$ cat config.mk
export PLATFORM = sky130hd
export DESIGN_NAME = navigate_gen
export DESIGN_NICKNAME = d
export VERILOG_FILES = /design/src/rtl/navigate_gen.sv
export SDC_FILE = /design/constraint.sdc
export NUM_CORES = 1
export LEC_CHECK = 0
export ABC_AREA = 1
export BUFFER_PORTS_ARGS = -buffer_cell sky130_fd_sc_hd__buf_2
export CELL_PAD_IN_SITES_DETAIL_PLACEMENT = 0
export CELL_PAD_IN_SITES_GLOBAL_PLACEMENT = 1
export CORE_MARGIN = 5
export CORE_UTILIZATION = 43
export DETAILED_ROUTE_END_ITERATION = 16
export PLACE_DENSITY_LB_ADDON = 0.08
export SLEW_MARGIN = 20
export SYNTH_ARGS = -nofsm -noshare
export SYNTH_HDL_FRONTEND = slang
export SYNTH_SLANG_ARGS = --single-unit
$ cat constraint.sdc
create_clock -name clk -period 2.3 [get_ports clk]
set_input_delay 0.345 -clock clk [delete_from_list [all_inputs] [get_ports clk]]
set_output_delay 0.345 -clock clk [all_outputs]
set_load 0.01 [all_outputs]
$ cat src/rtl/navigate_gen.sv
// Maze navigation sequencer: sequences heading changes and forward moves,
// ramps an unsigned forward-speed setpoint with clamping, stops at the Nth
// qualifying side opening, and reports completion, abort and heading timeout.
module navigate_gen #(
  parameter int SPD_W          = 11,
  parameter int MAX_SPD        = 672,
  parameter int MIN_SPD        = 208,
  parameter int ACC_INC        = 24,
  parameter int DEC_SHIFT      = 1,
  parameter int FAST_DEC_SHIFT = 3,
  parameter int FUSION_THR     = MAX_SPD / 2,
  parameter int CNT_W          = 3,
  parameter int TMO_W          = 20
) (
  input  logic             clk,
  input  logic             rst_n,
  input  logic             strt_hdng,
  input  logic             strt_mv,
  input  logic             stp_lft,
  input  logic             stp_rght,
  input  logic [CNT_W-1:0] stp_cnt,
  input  logic             abort,
  input  logic             hdng_rdy,
  input  logic             at_hdng,
  input  logic             lft_opn,
  input  logic             rght_opn,
  input  logic             frwrd_opn,
  output logic             mv_cmplt,
  output logic             nav_err,
  output logic             moving,
  output logic             en_fusion,
  output logic [SPD_W-1:0] frwrd_spd
);

  typedef enum logic [2:0] {
    IDLE     = 3'd0,
    HEADING  = 3'd1,
    ACCEL    = 3'd2,
    STOP     = 3'd3,
    FASTSTOP = 3'd4
  } state_t;

  localparam logic [SPD_W:0]   ACC_E     = (SPD_W+1)'(ACC_INC);
  localparam logic [SPD_W:0]   MAX_E     = (SPD_W+1)'(MAX_SPD);
  localparam logic [SPD_W-1:0] MAX_V     = SPD_W'(MAX_SPD);
  localparam logic [SPD_W-1:0] MIN_V     = SPD_W'(MIN_SPD);
  localparam logic [SPD_W-1:0] FUSION_V  = SPD_W'(FUSION_THR);
  localparam logic [SPD_W-1:0] DEC_STEP  = SPD_W'(ACC_INC << DEC_SHIFT);
  localparam logic [SPD_W-1:0] FDEC_STEP = SPD_W'(ACC_INC << FAST_DEC_SHIFT);
  localparam logic [TMO_W-1:0] TMO_MAX   = {TMO_W{1'b1}};

  state_t             state_q, state_d;
  logic [SPD_W-1:0]   spd_q, spd_d;
  logic [CNT_W-1:0]   opn_cnt_q, opn_cnt_d;
  logic [CNT_W-1:0]   stp_cnt_q, stp_cnt_d;
  logic [TMO_W-1:0]   tmo_q, tmo_d;
  logic               lft_hist_q, rght_hist_q, hdng_hist_q;

  logic               hdng_rise;
  logic               qual_rise;

  // Speed increment computed one bit wider so it clamps instead of wrapping.
  function automatic logic [SPD_W-1:0] sat_inc(input logic [SPD_W-1:0] s);
    logic [SPD_W:0] sum;
    sum = {1'b0, s} + ACC_E;
    if (sum > MAX_E) return MAX_V;
    return sum[SPD_W-1:0];
  endfunction

  // Speed decrement floored at zero.
  function automatic logic [SPD_W-1:0] sat_dec(input logic [SPD_W-1:0] s,
                                               input logic [SPD_W-1:0] step);
    if (s <= step) return '0;
    return s - step;
  endfunction

  assign hdng_rise = at_hdng & ~hdng_hist_q;
  // Left and right rises in the same cycle collapse into a single event.
  assign qual_rise = (lft_opn & ~lft_hist_q & stp_lft) |
                     (rght_opn & ~rght_hist_q & stp_rght);

  assign frwrd_spd = spd_q;
  assign en_fusion = (spd_q > FUSION_V);

  // Next-state, datapath and completion/status decode for the sequencer.
  always_comb begin
    state_d   = state_q;
    spd_d     = spd_q;
    opn_cnt_d = opn_cnt_q;
    stp_cnt_d = stp_cnt_q;
    tmo_d     = tmo_q;
    mv_cmplt  = 1'b0;
    nav_err   = 1'b0;
    moving    = 1'b0;
    case (state_q)
      IDLE: begin
        if (strt_mv) begin
          spd_d     = MIN_V;
          stp_cnt_d = stp_cnt;
          opn_cnt_d = '0;
          state_d   = ACCEL;
        end else if (strt_hdng) begin
          tmo_d   = '0;
          state_d = HEADING;
        end
      end
      HEADING: begin
        moving = 1'b1;
        if (tmo_q != TMO_MAX) tmo_d = tmo_q + 1'b1;
        if (abort || (tmo_q == TMO_MAX)) begin
          mv_cmplt = 1'b1;
          nav_err  = 1'b1;
          moving   = 1'b0;
          state_d  = IDLE;
        end else if (hdng_rise) begin
          mv_cmplt = 1'b1;
          moving   = 1'b0;
          state_d  = IDLE;
        end
      end
      ACCEL: begin
        moving = 1'b1;
        if (hdng_rdy) spd_d = sat_inc(spd_q);
        if (abort || !frwrd_opn) begin
          state_d = FASTSTOP;
        end else if (qual_rise) begin
          if (opn_cnt_q == stp_cnt_q) state_d = STOP;
          else                        opn_cnt_d = opn_cnt_q + 1'b1;
        end
      end
      STOP: begin
        if (abort) begin
          moving  = 1'b1;
          state_d = FASTSTOP;
        end else if (spd_q == '0) begin
          mv_cmplt = 1'b1;
          state_d  = IDLE;
        end else begin
          moving = 1'b1;
          if (hdng_rdy) spd_d = sat_dec(spd_q, DEC_STEP);
        end
      end
      FASTSTOP: begin
        if (spd_q == '0) begin
          mv_cmplt = 1'b1;
          state_d  = IDLE;
        end else begin
          moving = 1'b1;
          if (hdng_rdy) spd_d = sat_dec(spd_q, FDEC_STEP);
        end
      end
      default: state_d = FASTSTOP;
    endcase
  end

  // State, speed, counters and edge-detect history registers.
  always_ff @(posedge clk or negedge rst_n) begin
    if (!rst_n) begin
      state_q     <= IDLE;
      spd_q       <= '0;
      opn_cnt_q   <= '0;
      stp_cnt_q   <= '0;
      tmo_q       <= '0;
      lft_hist_q  <= 1'b1;
      rght_hist_q <= 1'b1;
      hdng_hist_q <= 1'b0;
    end else begin
      state_q     <= state_d;
      spd_q       <= spd_d;
      opn_cnt_q   <= opn_cnt_d;
      stp_cnt_q   <= stp_cnt_d;
      tmo_q       <= tmo_d;
      lft_hist_q  <= lft_opn;
      rght_hist_q <= rght_opn;
      hdng_hist_q <= at_hdng;
    end
  end

endmodule

Word level (Yosys, flattened, before mapping) --
Index checks and enable logic that the tools add are counted.
Word-level totals: register bits 43, output and inout bits 15, memory bits (writable) 0, input bits 15, memories 0, bits in latches 0, memory bits (read-only) 0
Cells by class: magnitude comparators 4, shifts and indexed selects 0, equal/unequal tests 24, add/subtract/negate cells 5, reductions and logical operators 13, bitwise logic cells 9, mux-type cells 57, $mul 0, div/mod/pow operators 0
Operators by type and width (number):
- $mux W11 | 13
- $mux W20 | 3
- $pmux W11 S4 | 1
- $pmux W20 S2 | 1
- $mux W3 | 13
- $ne A2 B2 Y1 const B | 13
- $mux W1 | 22
- $add A20 B1 Y20 const B | 1
- $eq A20 B20 Y1 const B | 1
- $ne A20 B20 Y1 const B | 1
- $pmux W3 S5 | 1
- $add A11 B5 Y12 const B | 1
- $gt A12 B10 Y1 const B | 1
- $ne A3 B3 Y1 const B | 4
- $gt A11 B9 Y1 const B | 1
- $le A11 B6 Y1 const B | 1
- $le A11 B8 Y1 const B | 1
- $logic_not A11 Y1 | 1
- $sub A11 B6 Y11 const B | 1
- $sub A11 B8 Y11 const B | 1
- $reduce_and A4 Y1 | 2
- $reduce_and A8 Y1 | 1
- $eq A3 B2 Y1 const B | 2
- $pmux W3 S2 | 1
- 16 further kinds | 24

Longest topological paths before layout --
depth after elaboration 11, depth in mapped cells 15, mapped depth without buffers 15

Least setup slack after synthesis --
Ideal clock, no wire load.
path kind reg2out, start point register spd_q[6], in the netlist frwrd_spd[6], end point output port mv_cmplt, buffers on the path 1, data required time 1.955 ns, arrival 1.472 ns, cell stages (with the launch flop) 8, path slack 0.483 ns, cells stage by stage dfrtp_1 > buf_2 > inv_1 > ha_1 > nand3_1 > nor2_2 > inv_1 > o211ai_1
Between the ends: cells in the longest elaborated chain, start to end 4
RTL lines:
- from (decl) | line 53 | logic [SPD_W-1:0] spd_q, spd_d;
- from (signal assigned) | line 169 | spd_q <= spd_d;
- $logic_not A11 Y1 (*) | line 135, 144
- $mux W1 (*) | line 135, 144
- $mux W1 | line 132 | if (abort) begin
- $pmux W1 S3 (*) | line 95 | case (state_q)
- to (decl) | line 28 | output logic mv_cmplt,
Every way passes the cells marked *; elsewhere a longest branch is shown, timed or not.

Worst setup path after layout --
start point register tmo_q[1], end point output port moving
Between the ends: cells in the longest elaborated chain, start to end 4
RTL lines:
- from (decl) | line 56 | logic [TMO_W-1:0] tmo_q, tmo_d;
- from (signal assigned) | line 172 | tmo_q <= tmo_d;
- $eq A20 B20 Y1 | line 110 | if (abort || (tmo_q == TMO_MAX)) begin
- $logic_or A1 B1 Y1 | line 110
- $mux W1 | line 110
- $pmux W1 S4 | line 95
- to (decl) | line 30 | output logic moving,
Every way passes these cells.

==> flow_summary_export.csv <==
group,metric,value,unit
status,outcome,"completed",
sta,timing.final.ws_setup,0.154,ns
detailed_routing,post_drt_wl_per_cell,13.1,um
global_route,use_met2,28.1,%
cts,clock-root-buffer,"clkbuf_8",
logic_synthesis,yosysWarningCount,0,
worst_setup_path,critPathCaptureType,"output port",
global_route,grt_pass1_wl,13.5,mm
global_route,grt_max_degree,32,
sta,tns,0,ns
logic_synthesis,synth_area_leaders,"dfrtp_1 (31%), nand2_1 (16%), nand3_1 (6.2%)",
sta,rsz0062_at_grt,"yes",
logic_synthesis,ys_ff_latch,40,
logic_synthesis,synth_edf_count,0,
sta,holdWs,0.0309,ns
logic_synthesis,yosys_most_used_dff,"dfrtp_1",
global_route,use_met3,3.27,%
floorplan,die_x,94.4,um
logic_synthesis,yosysSeqAreaShare,32.7,%
cts,cts_tree,"built",
finish,layout.nets,513,
worst_setup_path,slowest_delay,0.42,ns
sta,fmax,466,MHz
detailed_routing,via_count,2898,
worst_setup_path,r2r_slack,0.38,ns
finish,fillers,705,
place,gp_congestion,0.903,
detailed_routing,drc,0,
sta,max-slew-margin-rel,62.7,%
sta,finalMaxSlewViolations,0,
worst_setup_path,required,1.96,ns
hold_path,hp-class,"input port to async pin",
sta,finalHoldViolCount,0,
floorplan,core,0.00687,mm2
logic_synthesis,synthTopCellsByCount,"nand2_1 (128), inv_1 (45), dfrtp_1 (38), nand3_1 (38), nor2_1 (29)",
global_route,busiest_layer,"met1",
finish,antenna_cells,0,
worst_setup_path,worst_setup_path_start_kind,"flip-flop",
cts,clk_latency,0.29,ns
global_route,gr-total-overflow,0,
cts,clkTransAtPathRegs,0.08,ns
floorplan,fp.dieH,94.4,um
logic_synthesis,yosysTopAreaCell,"dfrtp_1",
detailed_routing,routed_wl,7.65,mm
worst_setup_path,r2r_end,"frwrd_spd[8]",
sta,period_share,93.3,%
logic_synthesis,synth_top_area_share,31.0,%
power,p_per_area,868,mW/mm2
global_route,met1_usage,28.3,%
worst_setup_path,crit_type,"flip-flop to output port",
logic_synthesis,synthArstFlopShare,100,%
cts,clock-sinks,40,
place,place_ws,0.190,ns
worst_setup_path,ff2ff_path_depth,14,
sta,setup_viol,0,
global_route,grt_pass1_vias,2793,
power,p_leak,1.75,nW
logic_synthesis,synth_cells,436,
sta,worst_pin_slew,0.560,ns
worst_setup_path,crit_fanout,4,
worst_setup_path,critPathLaunch,"tmo_q[1]",
logic_synthesis,netlist-cell-type-count,41,
finish,finish.utilization,52.0,%
worst_setup_path,critical_path.cell_chain,"ha_4 > nand2_4 > nor2_4 > nand2_4 > nor2_4 > nand2_2 > o211ai_1 > or2_1 > nand2_1 > buf_2",
logic_synthesis,synthMostInstantiatedCell,"nand2_1",
power,peakVddDrop,0.000353,V
place,io_buffers,26,
cts,clockBufferDepth,2,
floorplan,ios,30,
floorplan,start_util,44.6,%
detailed_routing,antenna_left,0,
detailed_routing,dr.first_iter.drc_count,210,
logic_synthesis,syn-cell-area,0.00307,mm2
worst_setup_path,slowest_stage,"dfrtp_1",
floorplan,die-area,0.00892,mm2
place,dp_hpwl,5.75,mm
sta,skew,0.00471,ns
detailed_routing,drtPass1Iterations,4,
floorplan,num_rows,30,
detailed_routing,vias_per_cell,4.98,
worst_setup_path,r2r_start,"frwrd_spd[5]",
cts,cts_buffers,5,
sta,period_minus_slack,2.15,ns
logic_synthesis,avgSynthCellArea,7.03,um2
global_route,antenna_found_initial,0,
global_route,grt_usage,18.8,%
cts,cts_hold_buffers,0,
finish,drive_gt1_share,22.4,%
run,cap_violations,0,
finish,syn_to_final_growth,16.6,%
worst_setup_path,worst_ep_arrival_time,1.80,ns
cts,h-tree-depth,2,
## how the worst max path moves through the flow
stage	endpoint	slack (ns)	cells past startpoint
2_1_floorplan	mv_cmplt	0.48	7
3_3_place_gp	moving	0.27	10
3_5_place_dp	moving	0.19	10
4_1_cts	moving	0.01	8
5_1_grt	mv_cmplt	-0.05	10
6_report	moving	0.15	10
## state kept, by name, summed over array words and instances, names as in the netlist
| signal | flops |
|---|---|
| opn_cnt_q | 3 |
| state_q | 3 |
| frwrd_spd | 8 |
| lft_hist_q | 1 |
| hdng_hist_q | 1 |
| stp_cnt_q | 3 |
| tmo_q | 20 |
| rght_hist_q | 1 |
## metrics by stage
stage	total power (W)	cell area, um2	cells
global route	0.00339	3570	582
CTS	0.00310	3440	569
floorplan	0.00219	3070	438
finish	0.00310	3570	582
global placement	0.00261	3330	560
detailed placement	0.00260	3330	560
## cells in the final DEF (no fill, tap or decap), types with 3 or more instances in the layout
cell type,synthesis,layout
ha_1,13,12
xor2_1,11,11
or2_2,4,4
inv_2,11,13
clkbuf_8,0,5
nor2_4,4,6
nand3b_1,4,4
inv_1,45,43
o31ai_1,3,3
nor3_1,5,5
a21oi_1,12,12
dfrtp_2,0,4
nand2_2,2,3
nand4_1,10,10
xnor2_1,7,7
o21ai_1,22,22
conb_1,1,3
dfrtp_1,38,34
buf_2,3,26
nand3_1,38,38
nor2_1,29,28
buf_4,3,25
o21ai_0,11,11
nand2_1,128,125
nor2_2,5,4
## per-layer routing
layer / routed length (um) / vias to the layer above
met4: 42 / 0
met5: 0 / -
met2: 3290 / 56
met1: 3970 / 1339
met3: 341 / 5
li1: - / 1498
## cell type report
class / instances / area, um2 / area share (%)
Inverter: 57 / 216 / 6.06
Tap cell: 96 / 120 / 3.36
Multi-Input combinational cell: 330 / 1820 / 51.0
Sequential cell: 40 / 1010 / 28.2
Timing Repair Buffer: 51 / 318 / 8.89
Clock inverter: 3 / 18.8 / 0.525
Clock buffer: 5 / 68.8 / 1.93
## report_power, final
part           switching [W]  internal [W]  total [W]
Combinational        0.00108      0.000600    0.00168
Sequential          0.000127      0.000819   0.000946
Clock               0.000264      0.000212   0.000475
## critical path, delay by kind of cell (launching register included)
| kind | cells | cell delay, ns |
|---|---|---|
| AOI/OAI and AO/OA | 1 | 0.10 |
| buffers and inverters | 1 | 0.13 |
| and+or+nand+nor | 7 | 0.66 |
| DFF | 1 | 0.42 |
| adders and majority gates | 1 | 0.19 |
## what timing repair did
action,in CTS,in global routing
endpoints found under the hold margin,0,0
endpoints found under the setup margin,2,2
buffers inserted,1,13
gates resized for setup,5,12
gates cloned,0,0
pin swaps,0,5
## cells by family (layout without fill, tap and decap cells)
| family | after synthesis | count (layout) | share of synthesized area (%) |
|---|---|---|---|
| AO/OA/AOI/OAI | 58 | 58 | 10.6 |
| XOR/XNOR | 18 | 18 | 5.14 |
| adder cells (fa/ha/maj) | 13 | 13 | 5.31 |
| buffers and inverters | 68 | 116 | 9.63 |
| flip-flops | 40 | 40 | 32.7 |
| other | 1 | 3 | 0.122 |
| AND/OR/NAND/NOR | 238 | 238 | 36.5 |
Note: power is estimated with default switching activity, not from simulation.
